<file path="config.mk">
export PLATFORM = sky130hd
export DESIGN_NAME = wrr_grant_scheduler_flat
export DESIGN_NICKNAME = d
export VERILOG_FILES = /design/src/rtl/wrr_grant_scheduler_pkg.sv /design/src/rtl/wrr_grant_scheduler_if.sv /design/src/rtl/wrr_grant_scheduler_rr_pick.sv /design/src/rtl/wrr_grant_scheduler.sv /design/src/flat_wrapper.sv
export SDC_FILE = /design/constraint.sdc
export NUM_CORES = 1
export LEC_CHECK = 0
export ABC_AREA = 1
export ABC_CLOCK_PERIOD_IN_PS = 1550
export CAP_MARGIN = 20
export CORE_ASPECT_RATIO = 1.5
export CORE_UTILIZATION = 50
export CTS_CLUSTER_SIZE = 30
export DETAILED_ROUTE_END_ITERATION = 7
export HOLD_SLACK_MARGIN = 0.05
export PLACE_DENSITY = 0.85
export SYNTH_ARGS = -nofsm -noshare
export SYNTH_HDL_FRONTEND = slang
export SYNTH_SLANG_ARGS = --single-unit
</file>
<file path="constraint.sdc">
create_clock -name clk -period 1.55 [get_ports clk]
set_input_delay 0.2325 -clock clk [delete_from_list [all_inputs] [get_ports clk]]
set_output_delay 0.2325 -clock clk [all_outputs]
set_load 0.01 [all_outputs]
</file>
<file path="src/rtl/wrr_grant_scheduler_pkg.sv">
// Shared types and limits for the weighted round-robin grant scheduler.
package wrr_sched_pkg;
  localparam int MAX_LANES = 8;

  typedef enum logic [1:0] {
    IDLE  = 2'd0,
    SERVE = 2'd1,
    HOLD  = 2'd2
  } sched_state_e;
endpackage

</file>
<file path="src/rtl/wrr_grant_scheduler_if.sv">
// Requester-side handshake bundle: per-lane request/stall/flush in, grant/fire/starve out.
interface wrr_grant_scheduler_if #(
  parameter int NUM_REQ  = 2,
  parameter int WEIGHT_W = 3
);
  localparam int IDX_W = $clog2(NUM_REQ);

  logic [NUM_REQ-1:0]          req;
  logic [NUM_REQ-1:0]          stall;
  logic [NUM_REQ-1:0]          flush;
  logic                        cfg_load;
  logic [NUM_REQ*WEIGHT_W-1:0] weight_cfg;
  logic [NUM_REQ-1:0]          grant;
  logic [IDX_W-1:0]            grant_idx;
  logic [NUM_REQ-1:0]          fire;
  logic [NUM_REQ-1:0]          starve;

  modport master (
    output req, stall, flush, cfg_load, weight_cfg,
    input  grant, grant_idx, fire, starve
  );

  modport slave (
    input  req, stall, flush, cfg_load, weight_cfg,
    output grant, grant_idx, fire, starve
  );
endinterface

</file>
<file path="src/rtl/wrr_grant_scheduler_rr_pick.sv">
// Combinational picker: lowest-index starving requester first, else rotate from ptr+1.
module rr_pick
  import wrr_sched_pkg::*;
#(
  parameter int NUM_REQ = 2
) (
  input  logic [NUM_REQ-1:0]         req,
  input  logic [NUM_REQ-1:0]         starve,
  input  logic [$clog2(NUM_REQ)-1:0] ptr,
  output logic [NUM_REQ-1:0]         win,
  output logic                       vld
);
  logic found;
  int   j;

  always_comb begin
    win   = '0;
    vld   = |req;
    found = 1'b0;
    j     = 0;
    if (|(req & starve)) begin
      for (int i = 0; i < NUM_REQ; i++) begin
        if (!found && req[i] && starve[i]) begin
          win[i] = 1'b1;
          found  = 1'b1;
        end
      end
    end else begin
      // k = NUM_REQ lands back on ptr, so the last-granted lane is searched last.
      for (int k = 1; k <= NUM_REQ; k++) begin
        j = (int'(ptr) + k) % NUM_REQ;
        if (!found && req[j]) begin
          win[j] = 1'b1;
          found  = 1'b1;
        end
      end
    end
  end
endmodule

</file>
<file path="src/rtl/wrr_grant_scheduler.sv">
// Weighted round-robin grant scheduler: registered one-hot grant, per-lane credit
// weights, stall hold, flush release and starvation-forced service.
module wrr_grant_scheduler
  import wrr_sched_pkg::*;
#(
  parameter int NUM_REQ      = 2,
  parameter int WEIGHT_W     = 3,
  parameter int STARVE_W     = 4,
  parameter int STARVE_LIMIT = 12
) (
  input logic             clk,
  input logic             reset,
  wrr_grant_scheduler_if.slave bus
);
  localparam int IDX_W = $clog2(NUM_REQ);
  localparam logic [STARVE_W-1:0] CNT_MAX = '1;

  if (NUM_REQ < 2 || NUM_REQ > MAX_LANES) begin : g_param_chk
    $error("wrr_grant_scheduler: NUM_REQ out of range");
  end

  sched_state_e                      state;
  logic [NUM_REQ-1:0]                grant_q;
  logic [IDX_W-1:0]                  idx_q;
  logic [IDX_W-1:0]                  ptr_q;
  logic [WEIGHT_W-1:0]               credit_q;
  logic [NUM_REQ-1:0][WEIGHT_W-1:0]  weight_q;
  logic [NUM_REQ-1:0]                starve_q;

  logic [NUM_REQ-1:0]  req_eff;
  logic [NUM_REQ-1:0]  fire;
  logic [NUM_REQ-1:0]  win;
  logic                win_vld;
  logic [IDX_W-1:0]    win_idx;
  logic [WEIGHT_W-1:0] win_w;
  logic [WEIGHT_W-1:0] load_credit;
  logic                g_req, g_flush, g_fire, release_g;

  assign req_eff = bus.req & ~bus.flush;
  assign fire    = grant_q & bus.req & ~bus.stall & ~bus.flush;

  rr_pick #(.NUM_REQ(NUM_REQ)) u_pick (
    .req    (req_eff),
    .starve (starve_q),
    .ptr    (ptr_q),
    .win    (win),
    .vld    (win_vld)
  );

  always_comb begin
    win_idx = '0;
    for (int i = 0; i < NUM_REQ; i++)
      if (win[i]) win_idx = IDX_W'(i);
  end

  assign win_w       = weight_q[win_idx];
  assign load_credit = (win_w == '0) ? WEIGHT_W'(1) : win_w;

  assign g_req     = bus.req[idx_q];
  assign g_flush   = bus.flush[idx_q];
  assign g_fire    = fire[idx_q];
  assign release_g = g_flush || !g_req || (g_fire && credit_q == WEIGHT_W'(1));

  always_ff @(posedge clk or posedge reset) begin
    if (reset) begin
      state    <= IDLE;
      grant_q  <= '0;
      idx_q    <= '0;
      ptr_q    <= IDX_W'(NUM_REQ - 1);
      credit_q <= '0;
    end else begin
      case (state)
        IDLE: begin
          if (win_vld) begin
            grant_q  <= win;
            idx_q    <= win_idx;
            ptr_q    <= win_idx;
            credit_q <= load_credit;
            state    <= SERVE;
          end
        end
        SERVE, HOLD: begin
          // HOLD differs only in label: a frozen grant resumes the same release rules.
          if (release_g) begin
            if (win_vld) begin
              grant_q  <= win;
              idx_q    <= win_idx;
              ptr_q    <= win_idx;
              credit_q <= load_credit;
              state    <= SERVE;
            end else begin
              grant_q  <= '0;
              idx_q    <= '0;
              credit_q <= '0;
              state    <= IDLE;
            end
          end else if (g_fire) begin
            credit_q <= credit_q - 1'b1;
            state    <= SERVE;
          end else begin
            state    <= HOLD;
          end
        end
        default: begin
          grant_q  <= '0;
          idx_q    <= '0;
          credit_q <= '0;
          state    <= IDLE;
        end
      endcase
    end
  end

  // New weights only matter at the next credit load; the live credit is untouched.
  always_ff @(posedge clk or posedge reset) begin
    if (reset) begin
      for (int i = 0; i < NUM_REQ; i++) weight_q[i] <= WEIGHT_W'(1);
    end else if (bus.cfg_load) begin
      weight_q <= bus.weight_cfg;
    end
  end

  for (genvar i = 0; i < NUM_REQ; i++) begin : g_lane
    logic [STARVE_W-1:0] cnt_q, cnt_nxt;
    logic                st_q;

    always_comb begin
      cnt_nxt = cnt_q;
      if (!bus.req[i] || bus.flush[i] || grant_q[i]) cnt_nxt = '0;
      else if (cnt_q != CNT_MAX)                     cnt_nxt = cnt_q + 1'b1;
    end

    always_ff @(posedge clk or posedge reset) begin
      if (reset) begin
        cnt_q <= '0;
        st_q  <= 1'b0;
      end else begin
        cnt_q <= cnt_nxt;
        st_q  <= (cnt_nxt >= STARVE_W'(STARVE_LIMIT));
      end
    end

    assign starve_q[i] = st_q;
  end

  assign bus.grant     = grant_q;
  assign bus.grant_idx = idx_q;
  assign bus.fire      = fire;
  assign bus.starve    = starve_q;
endmodule

</file>
<file path="src/flat_wrapper.sv">
// flat-port wrapper written by rule: the top's interface ports become plain ports
module wrr_grant_scheduler_flat import wrr_sched_pkg::*;
#(
  parameter int NUM_REQ      = 2,
  parameter int WEIGHT_W     = 3,
  parameter int STARVE_W     = 4,
  parameter int STARVE_LIMIT = 12
)
  (clk, reset, bus_req, bus_stall, bus_flush, bus_cfg_load, bus_weight_cfg, bus_grant, bus_grant_idx, bus_fire, bus_starve);
  wrr_grant_scheduler_if #(.NUM_REQ(NUM_REQ), .WEIGHT_W(WEIGHT_W)) bus_i ();
  input logic clk;
  input logic reset;
  input wire logic [$bits(bus_i.req)-1:0] bus_req;
  input wire logic [$bits(bus_i.stall)-1:0] bus_stall;
  input wire logic [$bits(bus_i.flush)-1:0] bus_flush;
  input wire logic [$bits(bus_i.cfg_load)-1:0] bus_cfg_load;
  input wire logic [$bits(bus_i.weight_cfg)-1:0] bus_weight_cfg;
  output wire logic [$bits(bus_i.grant)-1:0] bus_grant;
  output wire logic [$bits(bus_i.grant_idx)-1:0] bus_grant_idx;
  output wire logic [$bits(bus_i.fire)-1:0] bus_fire;
  output wire logic [$bits(bus_i.starve)-1:0] bus_starve;
  assign bus_i.req = bus_req;
  assign bus_i.stall = bus_stall;
  assign bus_i.flush = bus_flush;
  assign bus_i.cfg_load = bus_cfg_load;
  assign bus_i.weight_cfg = bus_weight_cfg;
  assign bus_grant = bus_i.grant;
  assign bus_grant_idx = bus_i.grant_idx;
  assign bus_fire = bus_i.fire;
  assign bus_starve = bus_i.starve;
  wrr_grant_scheduler #(.NUM_REQ(NUM_REQ), .WEIGHT_W(WEIGHT_W), .STARVE_W(STARVE_W), .STARVE_LIMIT(STARVE_LIMIT)) u_core (.clk(clk), .reset(reset), .bus(bus_i));
endmodule
</file>
### Yosys cells after proc, flatten, opt, wreduce, memory -nomap -nowiden

Cells that the tools add are included.

| operators by class | value |
|---|---|
| reduce and logical (&&, ||, !) cells | 27 |
| order comparisons | 8 |
| add/sub/neg operators | 5 |
| bitwise operators | 10 |
| mux-type cells | 54 |
| equality and inequality tests | 8 |

Operators with widths:

| kind | count |
|---|---|
| two-way mux 1 bit | 26 |
| two-way mux 3 bit | 7 |
| two-way mux 2 bit | 10 |
| two-way mux 4 bit | 4 |
| bitwise AND 2 bit | 5 |
| adder 4 x 1 -> 4 bit, second input constant | 2 |
| greater-or-equal comparator 4 bit, second input constant | 2 |
| != test 4 bit, second input constant | 2 |
| case mux 2 bit (2 select lines) | 2 |
| logical AND 1 bit | 7 |
| logical OR 1 bit | 6 |
| less-than comparator 2 x 3 -> 1 bit, second input constant | 2 |
| case mux 3 bit (2 select lines) | 1 |
| AND reduction 2 bit | 3 |
| OR reduction 2 bit | 3 |
| zero test 1 bit | 5 |
| greater-or-equal comparator 2 x 1 -> 1 bit, second input constant | 2 |
| less-than comparator 1 x 2 -> 1 bit, second input constant | 2 |
| inverter 2 bit | 2 |
| case mux 1 bit (2 select lines) | 2 |
| equality test 3 x 1 -> 1 bit, second input constant | 1 |
| zero test 3 bit | 1 |
| != test 3 x 1 -> 1 bit, second input constant | 1 |
| subtractor 3 x 1 -> 3 bit, second input constant | 1 |
| other kinds (10) | 13 |

| storage, ports and cells | value |
|---|---|
| word-level logic and storage cells | 123 |
| input bits | 15 |
| output and inout port bits | 7 |
| flip-flop bits (word level) | 25 |

### Logic depth before layout (Yosys ltp)

Gate-level depths: netlist (run 1).

| logic depth | value |
|---|---|
| word-level depth | 19 |
| depth in mapped cells | 13 |
| mapped depth without buffers | 13 |

### Modules after synthesis

A second synthesis (run 1) with hierarchy kept.

| unflattened totals | value |
|---|---|
| cell total of the unflattened synthesis | 179 |
| area, all modules | 1443.9 um2 |

Modules (own cells, without submodules):

| module | cells each | seq. area each (um2) | area each (um2) | times used |
|---|---|---|---|---|
| wrr_grant_scheduler | 167 | 604.3 | 1395.1 | 1 |
| rr_pick | 12 | 0.0 | 48.8 | 1 |

### Least setup slack after synthesis (run 1)

No wires, ideal clock.

| timing | value |
|---|---|
| path type | register to register |
| from | register u_core.idx_q (netlist: u_core.bus.grant_idx) |
| to | register u_core.credit_q[0] |
| path buffers | 0 |
| stages on the path, launching flop included | 13 |
| period minus slack after synthesis | 1409 ps |
| setup time | 116 ps |
| data required time | 1434 ps |
| slack | 141 ps |
| arrival | 1293 ps |
| cell sequence | dfrtp_1 inv_2 nor2_2 nand2_2 nand2_1 nand2_2 nand2_2 nor2_4 nand3_2 nand2_1 inv_2 nand2_1 nand2_1 |

| between the ends | value |
|---|---|
| longest elaborated chain between the ends | 7 |
| elaborated cells on any way between the ends | 14 |
| those cells by class | eq/ne: 1; mux: 8; reduce/logical: 5 |

Ends and longest elaborated chain:

| item | line | text |
|---|---|---|
| start, declared | wrr_grant_scheduler.sv:24 | `logic [IDX_W-1:0] idx_q;` |
| start signal, assigned | wrr_grant_scheduler.sv:76 | `idx_q <= win_idx;` |
| start signal, assigned | wrr_grant_scheduler.sv:87 | `idx_q <= win_idx;` |
| two-way mux 1 bit (not written as such) (2 in a row) | wrr_grant_scheduler.sv:59 | `assign g_req = bus.req[idx_q];` |
| zero test 1 bit | wrr_grant_scheduler.sv:62 | `assign release_g = g_flush \|\| !g_req \|\| (g_fire && credit_q == WEIGHT_W'(1));` |
| logical OR 1 bit (2 in a row) | wrr_grant_scheduler.sv:62 |  |
| two-way mux 3 bit or != test 3 x 1 -> 1 bit (tied branches) | n/a |  |
| case mux 3 bit (2 select lines) or AND reduction 2 bit (tied branches) | n/a |  |
| end signal, assigned | wrr_grant_scheduler.sv:78 | `credit_q <= load_credit;` |
| end signal, assigned | wrr_grant_scheduler.sv:89 | `credit_q <= load_credit;` |
| end signal, assigned | wrr_grant_scheduler.sv:98 | `credit_q <= credit_q - 1'b1;` |
| end, declared | wrr_grant_scheduler.sv:26 | `logic [WEIGHT_W-1:0] credit_q;` |

Parallel ways exist; a longest one is shown, timed or not. The select of a mux whose other input is x is not followed.
A chain may end at the register's enable or synchronous reset.

### Worst setup path in the final report (run 1)

| timing | value |
|---|---|
| from | register u_core.idx_q (netlist: u_core.bus.grant_idx) |
| to | register u_core.ptr_q |

| between the ends | value |
|---|---|
| longest elaborated chain between the ends | 7 |
| elaborated cells on any way between the ends | 12 |
| those cells by class | eq/ne: 1; mux: 6; reduce/logical: 5 |

Ends and longest elaborated chain:

| item | line | text |
|---|---|---|
| two-way mux 1 bit (not written as such) (2 in a row) | wrr_grant_scheduler.sv:59 |  |
| zero test 1 bit | wrr_grant_scheduler.sv:62 |  |
| logical OR 1 bit | wrr_grant_scheduler.sv:62 |  |
| logical OR 1 bit (*) | wrr_grant_scheduler.sv:62 |  |
| != test 2 x 1 -> 1 bit (no line) (*) | n/a |  |
| AND reduction 2 bit (no line) (*) | n/a |  |
| end signal, assigned | wrr_grant_scheduler.sv:69 | `ptr_q <= IDX_W'(NUM_REQ - 1);` |
| end signal, assigned | wrr_grant_scheduler.sv:77 | `ptr_q <= win_idx;` |
| end signal, assigned | wrr_grant_scheduler.sv:88 | `ptr_q <= win_idx;` |
| end, declared | wrr_grant_scheduler.sv:25 | `logic [IDX_W-1:0] ptr_q;` |

Mark *: on every way between the ends. The rest lies on a longest branch, timed or not. The select of a mux whose other input is x is not followed.

==> results of run 1 <==
==> critical path: stages, from the launching register on <==
cell and delay [ps]:
dfrtp_1 410, buf_4 140, buf_4 140, nand2_2 80, o21ai_4 70, nand2_4 90
nor2_4 40, buf_4 150, o21ai_0 200, o31ai_1 140
==> synth_stat cells <==
library cell  instances
nand2_1              42
inv_1                36
dfrtp_1              21
o21ai_0              19
nand3_1              12
nor2_1               10
ha_1                  6
nand2_2               5
a21oi_1               4
buf_4                 3
dfstp_2               3
inv_2                 3
nor3_1                3
a31oi_1               2
nand3_2               2
nor2_4                2
clkbuf_1              1
mux2_2                1
nand2_4               1
nand3b_1              1
nor2_2                1
o211ai_1              1
o21ai_1               1
o22ai_1               1
o31ai_1               1
xnor2_1               1
xor2_1                1
==> power breakdown <==
| group | switching [mW] | internal [mW] |
|---|---|---|
| registers | 0.0790 | 0.761 |
| logic | 0.672 | 0.482 |
| clock network | 0.186 | 0.184 |
| total | 0.937 | 1.43 |
==> cell type report <==
type | count | area, um2 | area share, %
multi-input cells | 117 | 671 | 36.2
flip-flops and latches | 24 | 604 | 32.7
repair buffers | 37 | 338 | 18.3
inverters | 39 | 146 | 7.91
well taps | 37 | 46.3 | 2.50
clock buffers | 4 | 45.0 | 2.43
==> kinds of logic (layout without fill, tap and decap cells) <==
kind of cell,after synthesis,count (layout)
fa+ha+maj,6,6
flops,24,24
compound gates,29,29
xor+xnor,2,2
simple gates,79,79
mux,1,1
buf+inv,43,80
==> routing by layer <==
| layer | routed length, um | share of wire, % | vias to the layer above | track usage, % |
|---|---|---|---|---|
| met5 | 0 | 0 | - | 0 |
| met3 | 55 | 2.0 | 5 | 1.90 |
| met4 | 48 | 1.7 | 0 | 10.2 |
| li1 | - | - | 643 | - |
| met2 | 1580 | 57 | 25 | 40.4 |
| met1 | 1110 | 40 | 601 | 20.1 |
==> state kept, by name, summed over array words and instances, names as in the netlist <==
| signal | cells |
|---|---|
| u_core.bus.grant | 1 |
| u_core.bus.grant_idx | 1 |
| u_core.credit_q | 3 |
| u_core.g_lane.cnt_q | 8 |
| u_core.g_lane.st_q | 2 |
| u_core.ptr_q | 1 |
| u_core.state | 2 |
| u_core.weight_q | 6 |
==> worst min path at each step <==
stage                                   startpoint                             endpoint  slack [ps]  cells after the start
floorplan                                    reset      u_core.bus.grant[0]$_DFFE_PP0P_         240                      1
global placement    u_core.credit_q[1]$_DFFE_PP0P_       u_core.credit_q[1]$_DFFE_PP0P_         470                      2
detailed placement  u_core.credit_q[1]$_DFFE_PP0P_       u_core.credit_q[1]$_DFFE_PP0P_         470                      2
CTS                                          reset  u_core.g_lane[0].cnt_q[2]$_DFF_PP0_         330                      3
global route                                 reset  u_core.g_lane[0].cnt_q[2]$_DFF_PP0_         380                      3
finish                                       reset  u_core.g_lane[0].cnt_q[2]$_DFF_PP0_         320                      3
==> what timing repair did <==
action                                  4_1_cts  5_1_grt
pin swaps                                     0        7
endpoints found under the setup margin        4        9
hold buffers                                  0        0
buffers inserted                              2        2
gates resized for setup                       4       23
==> through the flow <==
| step | utilization, % | total power [mW] | TNS, ps | cells |
|---|---|---|---|---|
| global placement | 64.4 | 1.85 | -2010 | 250 |
| finish | 69.1 | 2.36 | 0 | 258 |
| floorplan | - | 1.54 | 0 | 184 |
| detailed placement | 64.4 | 1.88 | -2260 | 250 |
| global route | 69.1 | 2.56 | -86.4 | 258 |
| CTS | 66.5 | 2.27 | 0 | 256 |
==> placed cells by master (no fill, tap or decap) <==
cell,instances
xnor2_1,1
clkbuf_1,1
ha_1,6
inv_2,7
dfstp_2,3
o31ai_1,1
dlygate4sd2_1,3
nand2_4,3
nand2_1,36
nand2_2,9
mux2_2,1
o22ai_1,1
o21ai_1,1
o211ai_1,1
dlymetal6s2s_1,3
a21oi_1,4
xor2_1,1
clkbuf_8,3
nand3_2,2
nor2_4,2
dfrtp_1,21
o21ai_4,1
nor3_1,3
buf_4,15
buf_6,1
o21ai_0,18
clkdlybuf4s50_1,14
nor2_1,7
nand3_1,12
nor2_2,4
clkdlybuf4s15_1,1
inv_1,32
nand3b_1,1
a31oi_1,2
==> results.sh, run 1 <==
export IMPL_postRouteAntennaNets=0
export IMPL_cts_tree="yes"
export IMPL_finalSetupViolCount=0
export IMPL_die_y_um=66.9
export IMPL_cts_root_buf="clkbuf_8"
export IMPL_critPathCapture="u_core.ptr_q$_DFFE_PP1P_"
export IMPL_crit_fanout=5
export IMPL_synthSimpleGateAreaFrac_pct=26.3
export IMPL_timing_final_crit_share_pct=99.3
export IMPL_io_pins=22
export IMPL_mappedNetlistArea_um2=1400
export IMPL_reg2reg_depth=9
export IMPL_synth_fp_nets=205
export IMPL_crit_path_start_kind="flip-flop"
export IMPL_ys_types=27
export IMPL_layout_nets=243
export IMPL_num_vias=1274
export IMPL_cap_violations=0
export IMPL_routed_wl_um=2790
export IMPL_cts_htree_levels=1
export IMPL_synth_seq_cells=24
export IMPL_rr_endpoint="u_core.ptr_q$_DFFE_PP1P_"
export IMPL_synth_fa_ha_area_share_pct=5.35
export IMPL_antennaDiodeCount=0
export IMPL_clock_path_buffers=2
export IMPL_synth_compound_area_share_pct=11.0
export IMPL_crit_path_start="u_core.bus.grant_idx$_DFFE_PP0P_"
export IMPL_initial_utilization_pct=52.5
export IMPL_wire_per_inst_um=10.8
export IMPL_area_growth_pct=31.8
export IMPL_via_per_inst=4.94
export IMPL_synth_cells=184
export IMPL_crit_arrival_ps=1720
export IMPL_relSlewSlack_pct=78.8
export IMPL_drtPass1Iterations=4
export IMPL_tightest_slew_ps=316
export IMPL_hp_class="in2async"
export IMPL_pre_cts_slack_ps=-214
export IMPL_final_fill_count=224
export IMPL_power_leakage_nw=0.968
export IMPL_clock_latency_ps=270
export IMPL_critPathKind="reg2reg"
export IMPL_hold_viol_final=0
export IMPL_drc=0
export IMPL_grt_remaining_overflow=0
export IMPL_r2r_slack_ps=10
export IMPL_synth_xor_area_share_pct=1.25
export IMPL_io_buffers=21
export IMPL_drt_iter0_markers=28
export IMPL_skew_ps=5.19
export IMPL_num_rows=23
export IMPL_fin_crit_ps=1540
export IMPL_layout_drive_gt1_share_pct=23.1
export IMPL_dp_final_hpwl_um=2070
export IMPL_grt_pass1_wl_um=4620
export IMPL_fin_area_um2=1850
export IMPL_muxShareOfSynthArea_pct=0.802
export IMPL_holdWs_ps=317
export IMPL_yosys_warnings=0
export IMPL_cts_sinks=24
export IMPL_grt_max_degree=25
export IMPL_avgSynthCellArea_um2=7.63
export IMPL_grt_use_total_pct=20.6
export IMPL_cp_end_kind="flip-flop"
export IMPL_worst_ir_drop_vdd_uv=970
export IMPL_place_congestion=0.851
export IMPL_antenna_found_initial=0
export IMPL_finalMaxSlewViolations=0
export IMPL_synth_top_family_by_area="simple AND/OR/NAND/NOR gates"
export IMPL_core_um2=2680
export IMPL_cts_inserted_buffers=3
export IMPL_rsz0062_at_grt="true"
export IMPL_p_per_area_nw_per_um2=1280
export IMPL_rr_startpoint="u_core.bus.grant_idx$_DFFE_PP0P_"
export IMPL_die_w_um=45.3
export IMPL_cts_clk_slew_worst_paths_ps=80
export IMPL_synth_top_cells_by_area="dfrtp_1, nand2_1, inv_1"
export IMPL_dpl_cell_area_um2=1720
export IMPL_layout_setup_ws_ps=10.4
export IMPL_timing_fmax_ghz=0.650
export IMPL_status="finished, final reports clean"
export IMPL_synth_largest_area_cell="dfrtp_1"
export IMPL_crit_required_ps=1730
export IMPL_dieArea_um2=3030
export IMPL_synth_top_area_share_pct=37.4
export IMPL_yosysSeqAreaShare_pct=43.0
export IMPL_first_global_vias=1244
(Power assumes the default switching activity.)
==> inputs of run 2 (changes only) <==
- CORE_UTILIZATION: 50 -> 45
- PLACE_DENSITY: 0.85 -> 0.79
==> run 2 against run 1 <==
Non-clock buffer count rose by 4. Clock power rose by 47%. Largest cell class unchanged. Final area rose by 3.6%. Worst hold slack got worse by 20 ps. Count of clock-buffer cells in the layout fell by 1. Core utilization fell by 4.0 points. Sequential power barely moved.
==> results.sh, run 2 (synthesized netlist as in run 1, its figures left out) <==
export IMPL_finalSetupViolCount=0
export IMPL_core_um2=2940
export IMPL_relSlewSlack_pct=80.1
export IMPL_critPathMostFrequentCell="nand2_1"
export IMPL_io_buffers=21
export IMPL_routed_wl_um=2720
export IMPL_finalMaxSlewViolations=0
export IMPL_grt_pass1_wl_um=4710
export IMPL_multi_input_area_um2=667
export IMPL_clock_path_buffers=2
export IMPL_layout_common_cells="nand2_1, inv_1, dfrtp_1"
export IMPL_slowest_stage="dfrtp_1"
export IMPL_regArea_um2=604
export IMPL_grt_max_degree=25
export IMPL_crit_fanout=4
export IMPL_place_congestion=0.811
export IMPL_reg_largest_list="u_core.g_lane.cnt_q (8), u_core.weight_q (6), u_core.credit_q (3)"
export IMPL_crit_required_ps=1710
export IMPL_skew_ps=4.32
export IMPL_tns_ps=0
export IMPL_clock_latency_ps=270
export IMPL_cts_sinks=24
export IMPL_crit_path_start_kind="flip-flop"
export IMPL_cts_inserted_buffers=3
export IMPL_slowest_delay_ps=420
export IMPL_cp_end_kind="flip-flop"
export IMPL_drc=0
export IMPL_hold_viol_final=0
export IMPL_io_pins=22
export IMPL_die_w_um=47.6
export IMPL_largest_reg_flops=8
export IMPL_postRouteAntennaNets=0
export IMPL_cts_root_buf="clkbuf_8"
export IMPL_tightest_slew_ps=299
export IMPL_timing_fmax_ghz=0.686
export IMPL_status="finished, final reports clean"
export IMPL_fin_crit_ps=1460
export IMPL_power_total_mw=2.51
export IMPL_grt_remaining_overflow=0
export IMPL_crit_family="simple AND/OR/NAND/NOR gates"
export IMPL_area_growth_pct=36.5
export IMPL_wire_per_inst_um=10.3
export IMPL_cts_tree="yes"
export IMPL_drtPass1Iterations=4
export IMPL_crit_arrival_ps=1620
export IMPL_num_rows=24
export IMPL_first_global_vias=1200
export IMPL_top_register="u_core.g_lane.cnt_q"
export IMPL_cp_num_buf_inv=2
export IMPL_cts_hold_buf=0
export IMPL_final_fill_count=262
export IMPL_cts_htree_levels=1
export IMPL_critPathKind="reg2reg"
export IMPL_initial_utilization_pct=47.7
export IMPL_placed_cells=256
export IMPL_antenna_found_initial=0
export IMPL_layout_nets=247
export IMPL_cap_violations=0
export IMPL_cts_clk_slew_worst_paths_ps=80
export IMPL_dp_final_hpwl_um=2110
export IMPL_antennaDiodeCount=0
export IMPL_grt_use_total_pct=19.3
export IMPL_drt_iter0_markers=23
export IMPL_finalNonFillerCells=264
export IMPL_dieArea_um2=3350
export IMPL_p_per_area_nw_per_um2=1310
export IMPL_via_per_inst=4.74
export IMPL_final_common_cell="nand2_1"
export IMPL_crit_chain="buf_4 -> o21ai_2 -> nand2_4 -> nor2_4 -> nand3_2 -> nand2_2 -> inv_2 -> nand2_1 -> nand2_1"
export IMPL_worst_ir_drop_vdd_uv=916
export IMPL_timing_final_crit_share_pct=94.0
export IMPL_layout_drive_gt1_share_pct=25.3
export IMPL_num_vias=1251
export IMPL_power_leakage_nw=1.05
export IMPL_die_y_um=70.4
export IMPL_hp_class="in2async"
run 2: cell type report:
cell class | count | share of cell area (%)
Sequential cell | 24 | 31.5
Clock inverter | 1 | 1.57
Timing Repair Buffer | 41 | 19.8
Tap cell | 39 | 2.55
Inverter | 39 | 7.64
Clock buffer | 3 | 2.15
Multi-Input combinational cell | 117 | 34.8
run 2: power breakdown:
group | internal, mW | switching, mW | leakage (nW)
Clock | 0.345 | 0.196 | 0.0357
Sequential | 0.760 | 0.0793 | 0.309
Combinational | 0.483 | 0.642 | 0.706
Total | 1.59 | 0.918 | 1.05
run 2: what timing repair did:
item | 4_1_cts | 5_1_grt
pin swaps | 1 | 9
buffers inserted | 1 | 3
resized for setup | 3 | 25
setup endpoints to repair | 2 | 12
run 2: worst paths after layout:
check	endpoint	slack, ps	cells past startpoint	start
setup / recovery	u_core.credit_q[1]$_DFFE_PP0P_	90	9	u_core.bus.grant_idx$_DFFE_PP0P_
hold / removal	u_core.g_lane[1].cnt_q[2]$_DFF_PP0_	300	3	reset
setup reg to reg	u_core.credit_q[1]$_DFFE_PP0P_	90	9	u_core.bus.grant_idx$_DFFE_PP0P_
hold reg to reg	u_core.credit_q[1]$_DFFE_PP0P_	490	2	u_core.credit_q[1]$_DFFE_PP0P_
max in group asynchronous	u_core.ptr_q$_DFFE_PP1P_	970	3	reset
min in group clk	u_core.g_lane[1].cnt_q[0]$_DFF_PP0_	420	5	bus_flush[1]
run 2: routing by layer:
metal | up-vias | wire, um | part of all wire, % | GRT usage (%)
met5 | - | 0 | 0 | 0
met3 | 5 | 51 | 1.9 | 2.33
li1 | 654 | - | - | -
met2 | 13 | 1540 | 56 | 35.3
met4 | 0 | 46 | 1.7 | 6.48
met1 | 579 | 1090 | 40 | 21.4
run 2: tightest hold or removal path, stage by stage:
cell and delay, ps:
clkdlybuf4s50_1 390, inv_1 50, buf_4 290
run 2: stage by stage:
step / utilization [%] / worst slack (ps) / area (um2) / hold WS [ps]
floorplan: - / 141 / 1400 / 245
global placement: 59.7 / -225 / 1760 / 463
detailed placement: 59.7 / -223 / 1760 / 474
CTS: 62.4 / 3.79 / 1840 / 305
global route: 65.1 / -13.8 / 1920 / 327
finish: 65.1 / 93.1 / 1920 / 297
==> inputs of run 3 (changes only) <==
==> constraint.sdc (replaced) <==
create_clock -name clk -period 1.55 [get_ports clk]
set_input_delay 0.31 -clock clk [delete_from_list [all_inputs] [get_ports clk]]
set_output_delay 0.31 -clock clk [all_outputs]
set_load 0.01 [all_outputs]
==> run 3 against run 2 <==
Worst hold slack better by 100 ps. Power down 3.2%. Setup slack got worse by 28 ps. Maximum frequency decreased by 1.9%. Die area unchanged. Clock power decreased by 22%. Sequential share of layout area grew 0.27 points. Combinational power up 4%. Sequential power down 0.5%. Count of clock-buffer cells in the layout up 1. Final area decreased by 0.85%. Critical path type is now in2reg.
==> results.sh, run 3 (synthesized netlist as in run 1, its figures left out) <==
export IMPL_finalMaxSlewViolations=0
export IMPL_slowest_stage="clkdlybuf4s50_1"
export IMPL_cts_htree_levels=1
export IMPL_finalSetupViolCount=0
export IMPL_final_fill_count=261
export IMPL_crit_fanout=3
export IMPL_status="finished, final reports clean"
export IMPL_io_buffers=21
export IMPL_antennaDiodeCount=0
export IMPL_via_per_inst=4.82
export IMPL_antenna_found_initial=0
export IMPL_crit_required_ps=1710
export IMPL_worst_ir_drop_vdd_uv=745
export IMPL_hp_class="in2async"
export IMPL_grt_pass1_wl_um=4770
export IMPL_power_leakage_nw=1.01
export IMPL_comb_power_share_pct=48.1
export IMPL_drtPass1Iterations=4
export IMPL_tightest_slew_ps=308
export IMPL_p_per_area_nw_per_um2=1280
export IMPL_p_int_mw=1.48
export IMPL_slowest_delay_ps=480
export IMPL_fin_crit_ps=1480
export IMPL_first_global_vias=1211
export IMPL_cts_hold_buf=0
export IMPL_die_y_um=70.4
export IMPL_grt_use_met3_pct=2.33
export IMPL_timing_fmax_ghz=0.674
export IMPL_grt_remaining_overflow=0
export IMPL_grt_use_total_pct=19.6
export IMPL_dp_final_hpwl_um=2190
export IMPL_clock_latency_ps=260
export IMPL_drt_iter0_markers=17
export IMPL_final_common_cell="nand2_1"
export IMPL_dieArea_um2=3350
export IMPL_timing_final_crit_share_pct=95.8
export IMPL_clock_path_buffers=2
export IMPL_crit_arrival_ps=1650
export IMPL_p_switching_mw=0.947
export IMPL_cts_clk_slew_worst_paths_ps=80
export IMPL_layout_common_cells="nand2_1, inv_1, dfrtp_1"
export IMPL_die_w_um=47.6
export IMPL_seq_power_share_pct=34.5
export IMPL_wire_per_inst_um=11.1
export IMPL_initial_utilization_pct=47.7
export IMPL_place_congestion=0.813
export IMPL_cp_end_kind="flip-flop"
export IMPL_cts_sinks=24
export IMPL_top_register="u_core.g_lane.cnt_q"
export IMPL_gr_usage_met2_pct=32.9
export IMPL_crit_chain="clkdlybuf4s50_1 -> nor2_1 -> nand3_2 -> nand2_2 -> nand2_2 -> nand2_4 -> nor2_4 -> nand3_4 -> nand2_2 -> inv_2 -> nand2_1 -> nand2_1"
export IMPL_fin_area_um2=1900
export IMPL_cap_violations=0
export IMPL_grt_max_degree=25
export IMPL_cts_tree="yes"
export IMPL_area_growth_pct=35.4
export IMPL_postRouteAntennaNets=0
export IMPL_layout_nets=247
export IMPL_dpl_cell_area_um2=1780
export IMPL_io_pins=22
export IMPL_skew_ps=3.30
export IMPL_hold_viol_final=0
export IMPL_crit_path_start_kind="primary input"
export IMPL_grt_busiest_layer="met2"
export IMPL_layout_drive_gt1_share_pct=24.4
export IMPL_pwr_share_clk_pct=17.4
export IMPL_relSlewSlack_pct=79.5
export IMPL_tns_ps=0
export IMPL_grt_use_met1_pct=22.8
export IMPL_cts_inserted_buffers=3
export IMPL_num_vias=1273
export IMPL_num_rows=24
export IMPL_reg_largest_list="u_core.g_lane.cnt_q (8), u_core.weight_q (6), u_core.credit_q (3)"
export IMPL_largest_reg_flops=8
export IMPL_core_um2=2940
export IMPL_drc=0
export IMPL_cts_root_buf="clkbuf_8"
export IMPL_routed_wl_um=2920
export IMPL_power_switching_share_pct=39.0
export IMPL_critPathKind="in2reg"
export IMPL_critPathMostFrequentCell="nand2_2"
export IMPL_power_total_mw=2.42
==> run 3: cell count changes in the layout (fill, tap and decap cells not counted), moves of 2 or more <==
cell            delta
dlygate4sd2_1      +2
dlymetal6s2s_1     -3
inv_1              +2
inv_2              -2
nand2_1            -2
nand2_2            +2
nor2_1             +3
nor2_2             -2
==> run 3: power by group through the flow <==
stage / clock network [mW] / registers [mW] / logic (mW)
2_1_floorplan: 0 / 0.855 / 0.687
3_3_place_gp: 0 / 0.842 / 1.05
3_5_place_dp: 0 / 0.845 / 1.08
4_1_cts: 0.437 / 0.834 / 1.09
5_1_grt: 0.465 / 0.849 / 1.31
6_report: 0.422 / 0.836 / 1.17
==> run 3: path summary, 6_finish.rpt <==
check	startpoint	to	slack, ps	cells after the start
worst max-delay path	bus_stall[0]	u_core.credit_q[0]$_DFFE_PP0P_	70	12
worst min-delay path	reset	u_core.weight_q[5]$_DFFE_PP0P_	400	3
worst max register to register	u_core.credit_q[1]$_DFFE_PP0P_	u_core.credit_q[0]$_DFFE_PP0P_	110	12
worst min register to register	u_core.g_lane[0].cnt_q[0]$_DFF_PP0_	u_core.g_lane[0].cnt_q[0]$_DFF_PP0_	500	1
max in group asynchronous	reset	u_core.weight_q[0]$_DFFE_PP1P_	860	3
min in group clk	bus_flush[1]	u_core.g_lane[1].cnt_q[0]$_DFF_PP0_	410	4
==> run 3: metrics by stage <==
stage | hold WS (ps) | utilization (%) | worst slack, ps | cells
4_1_cts | 407 | 62.9 | 0.284 | 261
3_5_place_dp | 492 | 60.4 | -386 | 257
3_3_place_gp | 469 | 60.4 | -357 | 257
6_report | 398 | 64.6 | 65.3 | 264
2_1_floorplan | 322 | - | 141 | 184
5_1_grt | 417 | 64.6 | -6.38 | 264
==> run 3: layout make-up <==
cell class	count	area (um2)	area share [%]
Timing Repair Buffer	41	378	19.9
Tap cell	39	48.8	2.57
Sequential cell	24	604	31.8
Inverter	39	146	7.70
Multi-Input combinational cell	117	668	35.2
Clock buffer	4	55.1	2.90
==> run 3: what timing repair did <==
action,CTS,global route
hold endpoints to repair,0,0
resized for setup,19,12
buffers inserted,0,4
cloned,0,0
pin swaps,2,7
setup endpoints to repair,13,9
==> run 3: routing by layer <==
metal / share of wire, % / wire [um]
met2: 53 / 1560
met4: 3.3 / 97
met1: 41 / 1210
met5: 0 / 0
met3: 1.9 / 54
==> run 3: worst max-delay path: cells and delay by family <==
kind	cells	cell delay, ps
buf+inv	2	530
simple gates	10	800
